$ cat src/rtl/imem_loader_pkg.sv
// Shared types and constants for the UART instruction-memory boot loader.
// Latency: n/a (declarations only).
// Backpressure: n/a.
package imem_loader_pkg;

    // Loader session states.
    typedef enum logic [2:0] {
        IDLE,
        LEN,
        DATA,
        CSUM,
        DONE,
        ERR
    } state_t;

    localparam int LEN_BYTES  = 4;  // little-endian word count prefix
    localparam int WORD_BYTES = 4;  // bytes packed per imem word

    // True when a 32-bit word count does not fit in a memory of 2**aw words.
    function automatic logic len_too_big(input logic [31:0] n, input int aw);
        return n > 32'(2 ** aw);
    endfunction

endpackage

$ cat src/rtl/uart_rx_core.sv
// 8N1 UART receiver: 2-flop sync, mid-bit sampling, one-cycle byte/frame-error pulses.
// Latency: byte delivered ~2 cycles after the mid-point of its stop bit.
// Backpressure: none; the consumer must accept rx_valid in the cycle it pulses.
//
// Ports:
//   clk, reset (async active-low)
//   rxd           raw UART line, asynchronous to clk, idle high
//   rx_byte       received byte, valid while rx_valid pulses
//   rx_valid      one-cycle pulse at a good stop-bit sample
//   rx_frame_err  one-cycle pulse when the stop bit samples low (no byte delivered)
module uart_rx_core #(
    parameter int DIV = 16
) (
    input  logic       clk,
    input  logic       reset,
    input  logic       rxd,
    output logic [7:0] rx_byte,
    output logic       rx_valid,
    output logic       rx_frame_err
);

    localparam int TW = $clog2(DIV) + 1;
    localparam logic [TW-1:0] HALF_BIT = TW'(DIV / 2 - 1);
    localparam logic [TW-1:0] FULL_BIT = TW'(DIV - 1);

    typedef enum logic [1:0] {
        RX_IDLE,
        RX_START,
        RX_BITS,
        RX_STOP
    } rx_state_t;

    rx_state_t       rx_state;
    logic            rxd_meta;
    logic            rxd_sync;
    logic            rxd_prev;
    logic [TW-1:0]   timer;
    logic [2:0]      bit_cnt;
    logic [7:0]      shift;

    always_ff @(posedge clk or negedge reset) begin
        if (!reset) begin
            rxd_meta     <= 1'b1;
            rxd_sync     <= 1'b1;
            rxd_prev     <= 1'b1;
            rx_state     <= RX_IDLE;
            timer        <= '0;
            bit_cnt      <= '0;
            shift        <= '0;
            rx_byte      <= '0;
            rx_valid     <= 1'b0;
            rx_frame_err <= 1'b0;
        end else begin
            rxd_meta     <= rxd;
            rxd_sync     <= rxd_meta;
            rxd_prev     <= rxd_sync;
            rx_valid     <= 1'b0;
            rx_frame_err <= 1'b0;

            case (rx_state)
                RX_IDLE: begin
                    // Falling edge on the synchronised line starts the bit timer.
                    if (rxd_prev && !rxd_sync) begin
                        rx_state <= RX_START;
                        timer    <= '0;
                    end
                end
                RX_START: begin
                    if (timer == HALF_BIT) begin
                        timer   <= '0;
                        bit_cnt <= '0;
                        // A line that is high again at mid-start was a glitch.
                        rx_state <= rxd_sync ? RX_IDLE : RX_BITS;
                    end else begin
                        timer <= timer + 1'b1;
                    end
                end
                RX_BITS: begin
                    if (timer == FULL_BIT) begin
                        timer   <= '0;
                        shift   <= {rxd_sync, shift[7:1]};  // LSB first
                        bit_cnt <= bit_cnt + 1'b1;
                        if (bit_cnt == 3'd7) begin
                            rx_state <= RX_STOP;
                        end
                    end else begin
                        timer <= timer + 1'b1;
                    end
                end
                RX_STOP: begin
                    if (timer == FULL_BIT) begin
                        timer    <= '0;
                        rx_state <= RX_IDLE;
                        if (rxd_sync) begin
                            rx_byte  <= shift;
                            rx_valid <= 1'b1;
                        end else begin
                            rx_frame_err <= 1'b1;
                        end
                    end else begin
                        timer <= timer + 1'b1;
                    end
                end
                default: rx_state <= RX_IDLE;
            endcase
        end
    end

endmodule

$ cat src/rtl/imem_uart_loader.sv
// UART boot loader: receives a length-prefixed LE image and writes it into imem word by word.
// Latency: imem write issued 1 cycle after the 4th byte of each word is received.
// Backpressure: none; one write per 4 UART bytes, far below any imem write rate.
//
// Ports:
//   clk, reset (async active-low)
//   load_imem     level arm; rising edge starts a session, falling edge ends/aborts it
//   uart_rxd      UART RX line (8N1)
//   imem_wr_en    one-cycle write strobe; imem_wr_addr word address; imem_wr_data {b3,b2,b1,b0}
//   cpu_hold      keep CPU in reset; busy: session running
//   done, error   sticky status, cleared at the start of the next session
//
// Build option: define IMEM_LOADER_CHECKSUM_EN to expect a trailing XOR-of-data-bytes checksum byte.
module imem_uart_loader
    import imem_loader_pkg::*;
#(
    parameter int CLK_FREQ        = 50_000_000,
    parameter int BAUD_RATE       = 115200,
    parameter int IMEM_ADDR_WIDTH = 12,
    localparam int AW             = IMEM_ADDR_WIDTH - 2
) (
    input  logic          clk,
    input  logic          reset,
    input  logic          load_imem,
    input  logic          uart_rxd,
    output logic          imem_wr_en,
    output logic [AW-1:0] imem_wr_addr,
    output logic [31:0]   imem_wr_data,
    output logic          cpu_hold,
    output logic          busy,
    output logic          done,
    output logic          error
);

    localparam int DIV = CLK_FREQ / BAUD_RATE;
    localparam logic [1:0] LAST_LANE = 2'(WORD_BYTES - 1);
    localparam logic [1:0] LAST_LEN  = 2'(LEN_BYTES - 1);

    logic [7:0] rx_byte;
    logic       rx_valid;
    logic       rx_frame_err;

    uart_rx_core #(
        .DIV (DIV)
    ) u_rx (
        .clk          (clk),
        .reset        (reset),
        .rxd          (uart_rxd),
        .rx_byte      (rx_byte),
        .rx_valid     (rx_valid),
        .rx_frame_err (rx_frame_err)
    );

    state_t      state;
    logic        load_q;
    logic [1:0]  lane;
    logic [23:0] byte_shift;   // first three bytes of the current length/data word
    logic [AW:0] len_words;    // up to 2**AW words, hence one extra bit
    logic [AW:0] word_cnt;
`ifdef IMEM_LOADER_CHECKSUM_EN
    logic [7:0]  csum_acc;
`endif

    logic [31:0] full_word;
    logic        active;
    logic        last_word;

    assign full_word = {rx_byte, byte_shift};
    assign active    = (state == LEN) || (state == DATA) || (state == CSUM);
    assign last_word = ((word_cnt + 1'b1) == len_words);

    always_ff @(posedge clk or negedge reset) begin
        if (!reset) begin
            state        <= IDLE;
            load_q       <= 1'b0;
            lane         <= '0;
            byte_shift   <= '0;
            len_words    <= '0;
            word_cnt     <= '0;
            imem_wr_en   <= 1'b0;
            imem_wr_addr <= '0;
            imem_wr_data <= '0;
            cpu_hold     <= 1'b0;
            busy         <= 1'b0;
            done         <= 1'b0;
            error        <= 1'b0;
`ifdef IMEM_LOADER_CHECKSUM_EN
            csum_acc     <= '0;
`endif
        end else begin
            load_q     <= load_imem;
            imem_wr_en <= 1'b0;

            // Losing the arm or a bad frame mid-session aborts before any further write.
            if (active && (!load_imem || rx_frame_err)) begin
                state <= ERR;
                error <= 1'b1;
                busy  <= 1'b0;
            end else begin
                case (state)
                    IDLE: begin
                        if (load_imem && !load_q) begin
                            state    <= LEN;
                            done     <= 1'b0;
                            error    <= 1'b0;
                            word_cnt <= '0;
                            lane     <= '0;
                            cpu_hold <= 1'b1;
                            busy     <= 1'b1;
`ifdef IMEM_LOADER_CHECKSUM_EN
                            csum_acc <= '0;
`endif
                        end
                    end
                    LEN: begin
                        if (rx_valid) begin
                            if (lane == LAST_LEN) begin
                                lane      <= '0;
                                len_words <= full_word[AW:0];
                                if (full_word == 32'd0) begin
                                    state <= DONE;
                                    done  <= 1'b1;
                                    busy  <= 1'b0;
                                end else if (len_too_big(full_word, AW)) begin
                                    state <= ERR;
                                    error <= 1'b1;
                                    busy  <= 1'b0;
                                end else begin
                                    state <= DATA;
                                end
                            end else begin
                                lane       <= lane + 1'b1;
                                byte_shift <= {rx_byte, byte_shift[23:8]};
                            end
                        end
                    end
                    DATA: begin
                        if (rx_valid) begin
`ifdef IMEM_LOADER_CHECKSUM_EN
                            csum_acc <= csum_acc ^ rx_byte;
`endif
                            if (lane == LAST_LANE) begin
                                lane         <= '0;
                                imem_wr_en   <= 1'b1;
                                imem_wr_addr <= word_cnt[AW-1:0];
                                imem_wr_data <= full_word;
                                word_cnt     <= word_cnt + 1'b1;
                                if (last_word) begin
`ifdef IMEM_LOADER_CHECKSUM_EN
                                    state <= CSUM;
`else
                                    state <= DONE;
                                    done  <= 1'b1;
                                    busy  <= 1'b0;
`endif
                                end
                            end else begin
                                lane       <= lane + 1'b1;
                                byte_shift <= {rx_byte, byte_shift[23:8]};
                            end
                        end
                    end
`ifdef IMEM_LOADER_CHECKSUM_EN
                    CSUM: begin
                        if (rx_valid) begin
                            busy <= 1'b0;
                            if (rx_byte == csum_acc) begin
                                state <= DONE;
                                done  <= 1'b1;
                            end else begin
                                state <= ERR;
                                error <= 1'b1;
                            end
                        end
                    end
`endif
                    DONE: begin
                        // done was raised on entry; the CPU is released one cycle later.
                        cpu_hold <= 1'b0;
                        if (!load_imem) begin
                            state <= IDLE;
                        end
                    end
                    ERR: begin
                        // A partial image must not run: hold until the arm is dropped.
                        if (!load_imem) begin
                            state    <= IDLE;
                            cpu_hold <= 1'b0;
                        end
                    end
                    default: begin
                        state <= ERR;
                        error <= 1'b1;
                        busy  <= 1'b0;
                    end
                endcase
            end
        end
    end

endmodule
$ cat config.mk
export PLATFORM = sky130hd
export DESIGN_NAME = imem_uart_loader
export DESIGN_NICKNAME = d
export VERILOG_FILES = /design/src/rtl/imem_loader_pkg.sv /design/src/rtl/uart_rx_core.sv /design/src/rtl/imem_uart_loader.sv
export SDC_FILE = /design/constraint.sdc
export NUM_CORES = 1
export LEC_CHECK = 0
export CAP_MARGIN = 10
export CELL_PAD_IN_SITES_DETAIL_PLACEMENT = 1
export CELL_PAD_IN_SITES_GLOBAL_PLACEMENT = 1
export CORE_MARGIN = 4
export CORE_UTILIZATION = 40
export CTS_BUF_LIST = sky130_fd_sc_hd__clkbuf_8
export CTS_CLUSTER_DIAMETER = 30
export DETAILED_ROUTE_END_ITERATION = 12
export HOLD_SLACK_MARGIN = 0.12
export PLACE_DENSITY = 0.76
export SETUP_SLACK_MARGIN = 0.5
export SYNTH_ARGS = -nofsm -noshare
export SYNTH_HDL_FRONTEND = slang
export SYNTH_SLANG_ARGS = --single-unit
$ cat constraint.sdc
create_clock -name clk -period 4.7 [get_ports clk]
set_input_delay 0.47 -clock clk [delete_from_list [all_inputs] [get_ports clk]]
set_output_delay 0.47 -clock clk [all_outputs]
set_load 0.05 [all_outputs]
==> out/results.txt, run 1 <==
Final worst clock skew: 0.01233 ns
Global route overflow: 0
FMAX: 337.6 MHz
CP startpoint: state[1]
Fraction of layout cells with a size suffix above 1: 15.80%
Largest net degree at the start of global routing: 106
DR WL/cell: 17.12 um
Final slew viol count: 0
Synth Register Bits: 135
IO Count: 51
Multi-input logic area: 2611 um^2
Nature of the critical path startpoint: flop
Yosys synthesis warning count: 0
Max Cap Viol: 0
Clock Tree Buf Depth: 2
Insertion delay to the later sink of the worst-skew pair: 0.47 ns
GRT Util Overall: 17.55%
Worst Setup End Kind: flop
Crit path to: imem_wr_data[22]
Vias in the first global route: 4,792
Post-synth ARST share: 100.0%
Cell Count, Final, Fillers Out: 840
I/O Buffers: 50
Worst Max-Slew Pin Slew: 0.9525 ns
Worst path max stage delay: 0.61 ns
Routed Antenna Nets: 0
Pwr Density: 378.5 nW/um^2
CTS tree: built
CTS sink cnt: 135
Commonest cells after routing, fill and taps aside: nand2_1, dfrtp_1, mux2_2
Mapped Area: 6180 um^2
Leak: 3.549 nW
Syn Nets: 608
Launch point of the worst reg-to-reg path: state[1]
Iter 0 DRT Violations: 185
Antenna cell count: 0
Global Route met1 Usage: 21.45%
CTS resizes: 0
Final Setup Violations: 0
Post-route clock period utilization: 63.02%
Post-synthesis sequential area ratio: 54.73%
Row cnt: 45
Die Height: 132.3 um
Vias post-DR: 4,451
Critical Setup Path Class: reg2reg
M3 GR Usage: 4.771%
Clk slew on worst S/H paths: 0.08 ns
Top Usage Layer GRT: met2
Hold_buf cts: 0
Flop2flop setup slack: 1.74 ns
Reg-to-reg endpoint: imem_wr_data[22]
GPL Wtd Cong: 0.8588
Synth area leaders: dfrtp_1, mux2_2, nand2_1, o21ai_0, ha_1
RSZ-0062 raised after global routing: false
Critical Path Slowest Stage Cell: dfrtp_1
Fin util: 47.86%
Dpl hpwl: 9.869 mm
Post-synth top area share: 53.45%
Worst min-delay path class: in2async
Initial antenna violation count: 0
Setup TNS: 0 ns
Commonest non-fill, non-tap cell in the layout: nand2_1
Post-synth EDFFs: 0
Via-to-Cell Ratio: 5.299
Starting Density: 40.80%
Global routing usage on met2: 29.87%
# fillers: 1,687
Core box area: 15,150 um^2
Final worst slack: 1.738 ns
Worst Hold Slack: 0.1043 ns
Final Net Count: 654
Global-route wire length before repair: 24.70 mm
Cell chain of the critical path: or3b_2 > nor2_1 > nand3_2 > buf_4 > inv_1 > buf_4 > nand2_1 > nand2_1
Syn_area_per_cell: 10.42 um^2
WP data required: 5.10 ns
WP data arrival: 3.36 ns
Count of different cell masters after synthesis: 60
Worst VDD drop: 0.0002283 V
Final Hold Vio Count: 0
Synth area leader: dfrtp_1
Die area: 17,500 um^2
Min Clock Period, post-route: 2.962 ns
Num CTS Buffers: 17
DRC viols: 0
Most used DFF post-synth: dfrtp_1
Seq. cell area: 3382 um^2
Post-CTS repair timing setup buffer count: 0
DRT Wirelength: 14.38 mm
H-tree levels: 4
P&R area growth vs syn: 17.29%
Pre-CTS WS: 1.522 ns
Rel. slew slack: 36.50%
Die Span X: 132.3 um
Reg2Reg Depth: 8
Drt pass-1 iters: 4
Crit Path Max Fanout: 58
Mapped Cells: 593
Status: finished, final reports clean
Root Buffer Master: clkbuf_8
Placed cell count: 807
[worst max-delay path: cells and delay by family, from the launching register on]
| kind | cells | cell delay [ns] |
|---|---|---|
| simple gates | 5 | 1.07 |
| buf+inv | 3 | 1.18 |
| flops | 1 | 0.61 |
[through the flow]
| stage | power (mW) | cell area, um^2 |
|---|---|---|
| floorplan | 1.587 | 6180 |
| global placement | 1.701 | 6817 |
| detailed placement | 1.726 | 6817 |
| CTS | 2.773 | 7243 |
| global route | 2.897 | 7248 |
| finish | 2.743 | 7248 |
[synth_stat cells (5+ instances only)]
cell type    n
nand3_1      9
ha_1        11
nand4b_1     5
inv_1       15
nor2_1      29
mux2_2      51
o31ai_1      5
buf_2       11
a21oi_1      5
clkbuf_1    13
o21ai_0     42
dfrtp_1    132
xnor2_1     11
and3_1       9
nor3_1       8
nand2_1    152
nor3b_1      5
nor4_1       8
[how the worst min path moves through the flow]
stage | start | end | cells past startpoint
2_1_floorplan | reset | asynchronous set/reset pin | 0
3_3_place_gp | u_rx.rxd_meta | u_rx.rxd_sync | 0
3_5_place_dp | u_rx.rxd_meta | u_rx.rxd_sync | 0
4_1_cts | reset | imem_wr_addr[7] | 1
5_1_grt | reset | imem_wr_data[6] | 1
6_report | reset | imem_wr_addr[8] | 1
[cell type report]
class	count	area share (%)
clock buffer	17	3.228
clock inverter	15	2.658
inverter	15	0.7768
multi-input combinational	415	36.03
sequential	135	46.66
tap	188	3.245
timing repair buffer	55	7.405
[where the power goes]
part | total (mW) | internal (mW) | switching, mW
Sequential | 1.25 | 1.20 | 0.0509
Combinational | 0.451 | 0.163 | 0.288
Clock | 1.04 | 0.538 | 0.501
[registers in the layout, indices dropped and copies added (netlist names), 2 cells and up, named ones only]
name,count
u_rx.rx_byte,8
word_cnt,11
state,3
u_rx.timer,10
imem_wr_addr,10
imem_wr_data,32
byte_shift,24
len_words,11
u_rx.shift,8
u_rx.bit_cnt,3
lane,2
[kinds of logic (layout without fill, tap and decap cells)]
family / Yosys count / in the layout / share of synthesized area (%)
AOI/OAI and AO/OA: 82 / 82 / 8.929
buffers and inverters: 43 / 102 / 3.098
and+or+nand+nor: 252 / 252 / 18.95
adders and majority gates: 12 / 12 / 2.389
DFF: 135 / 135 / 54.73
xor gates and xnor gates: 15 / 15 / 2.126
muxes: 54 / 54 / 9.779
[metal layers]
layer	wire [um]	vias up
li1	-	2133
met5	0	-
met3	355	20
met1	6410	2256
met2	7370	42
met4	246	0
(Power assumes the default switching activity.)
==> run 2: changes to the inputs <==
--- a/config.mk
+++ b/config.mk
@@ -14,7 +14,7 @@
 export CTS_CLUSTER_DIAMETER = 30
 export DETAILED_ROUTE_END_ITERATION = 12
 export HOLD_SLACK_MARGIN = 0.12
-export PLACE_DENSITY = 0.76
+export PLACE_DENSITY = 0.79
 export SETUP_SLACK_MARGIN = 0.5
 export SYNTH_ARGS = -nofsm -noshare
 export SYNTH_HDL_FRONTEND = slang
==> constraint.sdc (replaced) <==
create_clock -name clk -period 2.6 [get_ports clk]
set_input_delay 0.26 -clock clk [delete_from_list [all_inputs] [get_ports clk]]
set_output_delay 0.26 -clock clk [all_outputs]
set_load 0.05 [all_outputs]
==> run 2 against run 1 <==
- non-clock buffer count grew 19
- register-to-register slack worse by 1.3 ns
- sequential power is 82% higher
- cell count increased by 2.1%
- clock power grew 87%
- via count rose by 4.0%
==> out/results.txt, run 2 (synthesis results as in run 1) <==
Status: finished, final reports clean
Starting Density: 40.80% (unchanged)
Drt pass-1 iters: 4 (unchanged)
P&R area growth vs syn: 22.41%
Worst min-delay path class: in2reg
Sw frac: 28.60% (-2.0 points)
P_int: 3.668 mW (+93%)
Row cnt: 45 (unchanged)
Antenna cell count: 0 (unchanged)
Combinational share of power: 18.0% (+1.6 points)
GRT Util Overall: 18.96% (+1.4 points)
Critical Setup Path Class: reg2reg
Final Hold Vio Count: 0 (unchanged)
Iter 0 DRT Violations: 226 (+22%)
Crit Path Max Fanout: 8 (-86%)
Largest net degree at the start of global routing: 65 (-39%)
Min-delay src: uart_rxd
Post-route clock period utilization: 81.97% (+19 points)
Pwr Density: 679.1 nW/um^2 (+79%)
FMAX: 469.2 MHz (+39%)
Leak: 3.666 nW (+3.3%)
Global-route wire length before repair: 26.99 mm (+9.3%)
Max reg flops: 32 (unchanged)
Clock network power share: 37.8% (about the same)
Setup TNS: 0 ns (unchanged)
Commonest non-fill, non-tap cell in the layout: nand2_1
Core box area: 15,150 um^2 (unchanged)
WP data required: 2.92 ns (-2.18 ns)
Clk slew on worst S/H paths: 0.08 ns (about the same)
Top flop regs: imem_wr_data: 32 flops, byte_shift: 24 flops
Dpl hpwl: 10.73 mm (+8.7%)
CTS tree: built
Global route overflow: 0 (unchanged)
Launch point of the worst reg-to-reg path: word_cnt[5]
Worst Max-Slew Pin Slew: 0.6539 ns (-0.2987 ns)
Fraction of layout cells with a size suffix above 1: 21.79% (+6.0 points)
Worst VDD drop: 0.0003860 V (+69%)
Final slew viol count: 0 (unchanged)
Via-to-Cell Ratio: 5.395 (+1.8%)
Initial antenna violation count: 0 (unchanged)
I/O Buffers: 50 (unchanged)
Vias post-DR: 4,629 (+4.0%)
CTS sink cnt: 135 (unchanged)
Final Setup Violations: 0 (unchanged)
Commonest cells after routing, fill and taps aside: nand2_1, dfrtp_1, mux2_2
# fillers: 1,632 (-3.3%)
Die area: 17,500 um^2 (unchanged)
Worst Setup End Kind: flop
DRC viols: 0 (unchanged)
Clock Tree Buf Depth: 2 (unchanged)
CP startpoint: word_cnt[5]
Final worst clock skew: 0.01007 ns (-0.002262 ns)
Insertion delay to the later sink of the worst-skew pair: 0.44 ns (-0.03 ns)
Largest Register: imem_wr_data
DRT Wirelength: 15.79 mm (+9.7%)
RSZ-0062 raised after global routing: true
Psw: 1.469 mW (+75%)
Num CTS Buffers: 17 (unchanged)
Design Area, Final: 7565 um^2 (+4.4%)
Final Net Count: 673 (+2.9%)
Fraction of power consumed by sequential logic: 44.3% (-1.4 points)
Die Span X: 132.3 um (unchanged)
Die Height: 132.3 um (unchanged)
Vias in the first global route: 5,262 (+9.8%)
GPL Wtd Cong: 0.7907 (-7.9%)
IO Count: 51 (unchanged)
Min Clock Period, post-route: 2.131 ns (-0.8307 ns)
WP data arrival: 2.45 ns (-0.91 ns)
Nature of the critical path startpoint: flop
Placed cell area: 6899 um^2 (+1.2%)
Rel. slew slack: 56.41% (+20 points)
Routed Antenna Nets: 0 (unchanged)
Max Cap Viol: 0 (unchanged)
H-tree levels: 4 (unchanged)
Root Buffer Master: clkbuf_8
DR WL/cell: 18.40 um (+7.4%)
## run 2: cell count changes in the layout (fill, tap and decap cells not counted), sizes merged
| cell | before | now |
|---|---|---|
| clkinvlp | 2 | 1 |
| buf | 5 | 24 |
| bufinv | 3 | 4 |
| clkinv | 3 | 4 |
| dlygate4sd3 | 0 | 1 |
| inv | 22 | 16 |
| clkbuf | 18 | 21 |
## run 2: repair_timing
| item | CTS | global route |
|---|---|---|
| resized for setup | 22 | 12 |
| buffers inserted | 9 | 3 |
| setup endpoints to repair | 95 | 50 |
| endpoints found under the hold margin | 58 | 0 |
| hold buffers | 1 | 0 |
| pin swaps | 3 | 1 |
## run 2: final cells by class
cell class	instances	area, um^2	area share (%)
Clock buffer	21	289.0	3.821
Sequential cell	135	3393	44.86
Timing Repair Buffer	74	716.9	9.477
Multi-Input combinational cell	415	2719	35.94
Inverter	15	60.06	0.7939
Clock inverter	10	151.4	2.001
Tap cell	188	235.2	3.109
## run 2: metrics by stage
step                setup slack [ns]  power [mW]  utilization [%]  hold slack [ns]  cells
global placement              0.3206       3.095            45.55           0.3033    814
global route                  0.3667       5.388            49.95           0.2110    858
floorplan                     0.5094       2.869                -         -0.03559    593
detailed placement            0.1947       3.157            45.55           0.3190    814
CTS                           0.5033       5.119            49.40           0.1912    855
finish                        0.4687       5.137            49.95           0.2200    858
## run 2: layer usage
| metal | GRT usage [%] | part of all wire, % |
|---|---|---|
| met5 | 0 | 0 |
| met1 | 22.84 | 42 |
| met2 | 34.35 | 54 |
| met4 | 4.561 | 1.1 |
| met3 | 4.466 | 3.3 |
## run 2: path summary, 6_finish.rpt
kind                            depth (start not counted)               to  slack (ns)
worst max-delay path                                    6         state[1]        0.47
worst min-delay path                                    1    u_rx.rxd_meta        0.22
worst max register to register                          6         state[1]        0.47
worst min register to register                          0    u_rx.rxd_sync        0.36
max in group asynchronous                               3  imem_wr_data[2]        1.48
min in group asynchronous                               2  imem_wr_data[5]        0.40
## run 2: power by group through the flow
| stage | Clock (mW) | Combinational (mW) | Sequential [mW] |
|---|---|---|---|
| after floorplan | 0 | 0.540 | 2.33 |
| after global placement | 0 | 0.794 | 2.30 |
| after detailed placement | 0 | 0.842 | 2.32 |
| after CTS | 1.98 | 0.858 | 2.28 |
| after global routing | 2.08 | 1.03 | 2.28 |
| final | 1.94 | 0.923 | 2.27 |
## run 2: worst max-delay path, cell delays in order (launching register included)
cell       delay [ns]
dfrtp_2          0.48
xnor2_2          0.18
or3_4            0.35
a2111oi_4        0.37
nand4b_1         0.14
o21ai_1          0.14
mux2_2           0.34
==> run 3: changes to the inputs <==
==> constraint.sdc (replaced) <==
create_clock -name clk -period 1.74 [get_ports clk]
set_input_delay 0.174 -clock clk [delete_from_list [all_inputs] [get_ports clk]]
set_output_delay 0.174 -clock clk [all_outputs]
set_load 0.05 [all_outputs]
==> run 3 against run 2 <==
- the flow now finishes with violations (setup timing)
- flip-flop and latch count stayed put
- largest cell class is now multi-input gates
- via count rose by 30%
- critical path depth is 1 higher
- sequential share of layout area is 12 points lower
- setup slack got worse by 0.96 ns
- fmax down 4.6%
- utilization grew 18 points
- highest routed layer unchanged
- first-iteration DRC count up 69%
==> out/results.txt, run 3 (synthesis results as in run 1) <==
Final Net Count: 841 (+25%)
Largest Register: imem_wr_data
Launch point of the worst reg-to-reg path: state[1]
FMAX: 447.5 MHz (-4.6%)
CTS tree: built
Pwr Density: 876.9 nW/um^2 (+29%)
Top flop regs: imem_wr_data: 32 flops, byte_shift: 24 flops
Row cnt: 45 (unchanged)
Drt pass-1 iters: 5 (+1)
Sw frac: 34.14% (+5.5 points)
# fillers: 1,480 (-9.3%)
Cell chain of the critical path: buf_4 > nor3b_1 > a222oi_1 > a21boi_2 > nand4b_1 > o21ai_2 > mux2_4
P&R area growth vs syn: 66.23%
Final slew viol count: 0 (unchanged)
Root Buffer Master: clkbuf_8
Psw: 3.076 mW (+110%)
Reg-to-reg endpoint: state[1]
IO Count: 51 (unchanged)
Starting Density: 40.80% (unchanged)
Commonest cells after routing, fill and taps aside: buf_4, dfrtp_1, buf_6
Initial antenna violation count: 0 (unchanged)
Placed cell count: 918 (+13%)
Global route overflow: 0 (unchanged)
Core box area: 15,150 um^2 (unchanged)
Levels on crit path: 7 (+1)
Critical Path Slowest Stage Cell: dfrtp_2
Worst VDD drop: 0.001050 V (+170%)
Critical Setup Path Class: reg2reg
Nature of the critical path startpoint: flop
Worst Max-Slew Pin Slew: 0.6579 ns (+0.004002 ns)
Commonest non-fill, non-tap cell in the layout: buf_4
Final worst clock skew: 0.01670 ns (+0.006636 ns)
Fraction of layout cells with a size suffix above 1: 62.22% (+40 points)
Clock Tree Buf Depth: 2 (unchanged)
Iter 0 DRT Violations: 383 (+69%)
Min Clock Period, post-route: 2.235 ns (+0.1032 ns)
P_int: 5.932 mW (+62%)
DRT Wirelength: 28.95 mm (+83%)
Die Height: 132.3 um (unchanged)
Global-route wire length before repair: 32.17 mm (+19%)
WP data arrival: 2.60 ns (+0.15 ns)
DR WL/cell: 28.19 um (+53%)
H-tree levels: 4 (unchanged)
Clock network power share: 32.4% (-5.4 points)
Via-to-Cell Ratio: 5.875 (+8.9%)
Num CTS Buffers: 17 (unchanged)
Combinational share of power: 29.4% (+11 points)
CTS sink cnt: 135 (unchanged)
Setup TNS: -20.68 ns (-20.68 ns)
Largest net degree at the start of global routing: 50 (-23%)
Cell Count, Final, Fillers Out: 1,027 (+20%)
Crit-path leading delay family: compound AO/OA/AOI/OAI gates
Failing checks: setup timing
Final Hold Vio Count: 0 (unchanged)
I/O Buffers: 50 (unchanged)
Worst path max stage delay: 0.45 ns (-0.03 ns)
Antenna cell count: 0 (unchanged)
Flop2flop setup slack: -0.49 ns (-0.96 ns)
Reg2Reg Depth: 7 (+1)
DRC viols: 0 (unchanged)
RSZ-0062 raised after global routing: true
Rel. slew slack: 55.95% (-0.46 points)
GRT Util Overall: 23.38% (+4.4 points)
Status: finished with violations
Final worst slack: -0.4945 ns (-0.9632 ns)
GPL Wtd Cong: 0.8090 (+2.3%)
Routed Antenna Nets: 0 (unchanged)
Dpl hpwl: 12.84 mm (+20%)
Worst Setup End Kind: flop
Buf/Inv on CP: 1 (+1)
Fraction of power consumed by sequential logic: 38.2% (-6.1 points)
Worst min-delay path class: in2async
Max Cap Viol: 0 (unchanged)
Vias in the first global route: 6,015 (+14%)
Die area: 17,500 um^2 (unchanged)
Die Span X: 132.3 um (unchanged)
Insertion delay to the later sink of the worst-skew pair: 0.48 ns (+0.04 ns)
Leak: 5.277 nW (+44%)
Crit Path Max Fanout: 4 (-4)
Vias post-DR: 6,034 (+30%)
WP data required: 2.10 ns (-0.82 ns)
Max reg flops: 32 (unchanged)
Post-route clock period utilization: 128.4% (+46 points)
Final Setup Violations: 116 (+116)
Clk slew on worst S/H paths: 0.10 ns (+0.02 ns)
==> run 3: cell types whose count changed in the layout (fill, tap and decap cells not counted), moves of 23 or more <==
cell             change
o21ai_0             -39
clkdlybuf4s50_1     -47
nand2_1             -89
o21ai_1             +23
buf_4              +121
nand2_2             +65
nand2_4             +24
buf_6               +65
==> run 3: metal layers <==
metal,vias up,wire (um),GRT usage (%)
li1,2507,-,-
met1,3131,10360,25.12
met2,273,15790,44.47
met3,123,1249,4.656
met4,0,1553,9.815
met5,-,0,0
==> run 3: what timing repair did <==
item | in CTS | in global routing
pin swaps | 22 | 112
endpoints found under the setup margin | 166 | 170
hold endpoints to repair | 131 | 0
setup buffers | 9 | 52
gates resized for setup | 245 | 299
hold buffers | 2 | 0
gates cloned | 1 | 13
==> run 3: worst max-delay path by stage <==
stage | from | endpoint
detailed placement | load_imem | state[1]
global placement | load_imem | state[1]
global route | state[1] | state[1]
CTS | word_cnt[3] | state[1]
floorplan | word_cnt[2] | state[1]
finish | state[1] | state[1]
==> run 3: area by class of cell <==
class	instances	area, um^2	share of cell area, %
Multi-Input combinational cell	416	3691	35.93
Timing Repair inverter	1	16.27	0.1583
Clock buffer	20	275.3	2.680
Sequential cell	135	3396	33.06
Inverter	15	85.08	0.8283
Tap cell	188	235.2	2.290
Timing Repair Buffer	240	2422	23.58
Clock inverter	12	151.4	1.474
==> run 3: metrics by stage <==
stage / power [mW] / hold slack (ns) / worst slack (ns) / util, % / area (um^2)
3_5_place_dp: 5.195 / 0.1594 / -0.4854 / 51.95 / 7868
4_1_cts: 8.227 / 0.2384 / -0.3490 / 56.58 / 8569
2_1_floorplan: 4.497 / -0.1216 / -0.2505 / - / 6507
6_report: 9.008 / 0.2045 / -0.4945 / 67.82 / 10270
3_3_place_gp: 5.078 / 0.1476 / -0.3516 / 51.95 / 7868
5_1_grt: 9.262 / 0.2552 / -0.5682 / 67.82 / 10270
==> run 3: power groups by stage <==
stage	logic [mW]	clock network, mW	registers [mW]
final	2.65	2.92	3.44
after global routing	2.74	3.08	3.44
after CTS	2.02	2.82	3.38
after detailed placement	1.76	0	3.43
after global placement	1.66	0	3.42
after floorplan	1.01	0	3.49
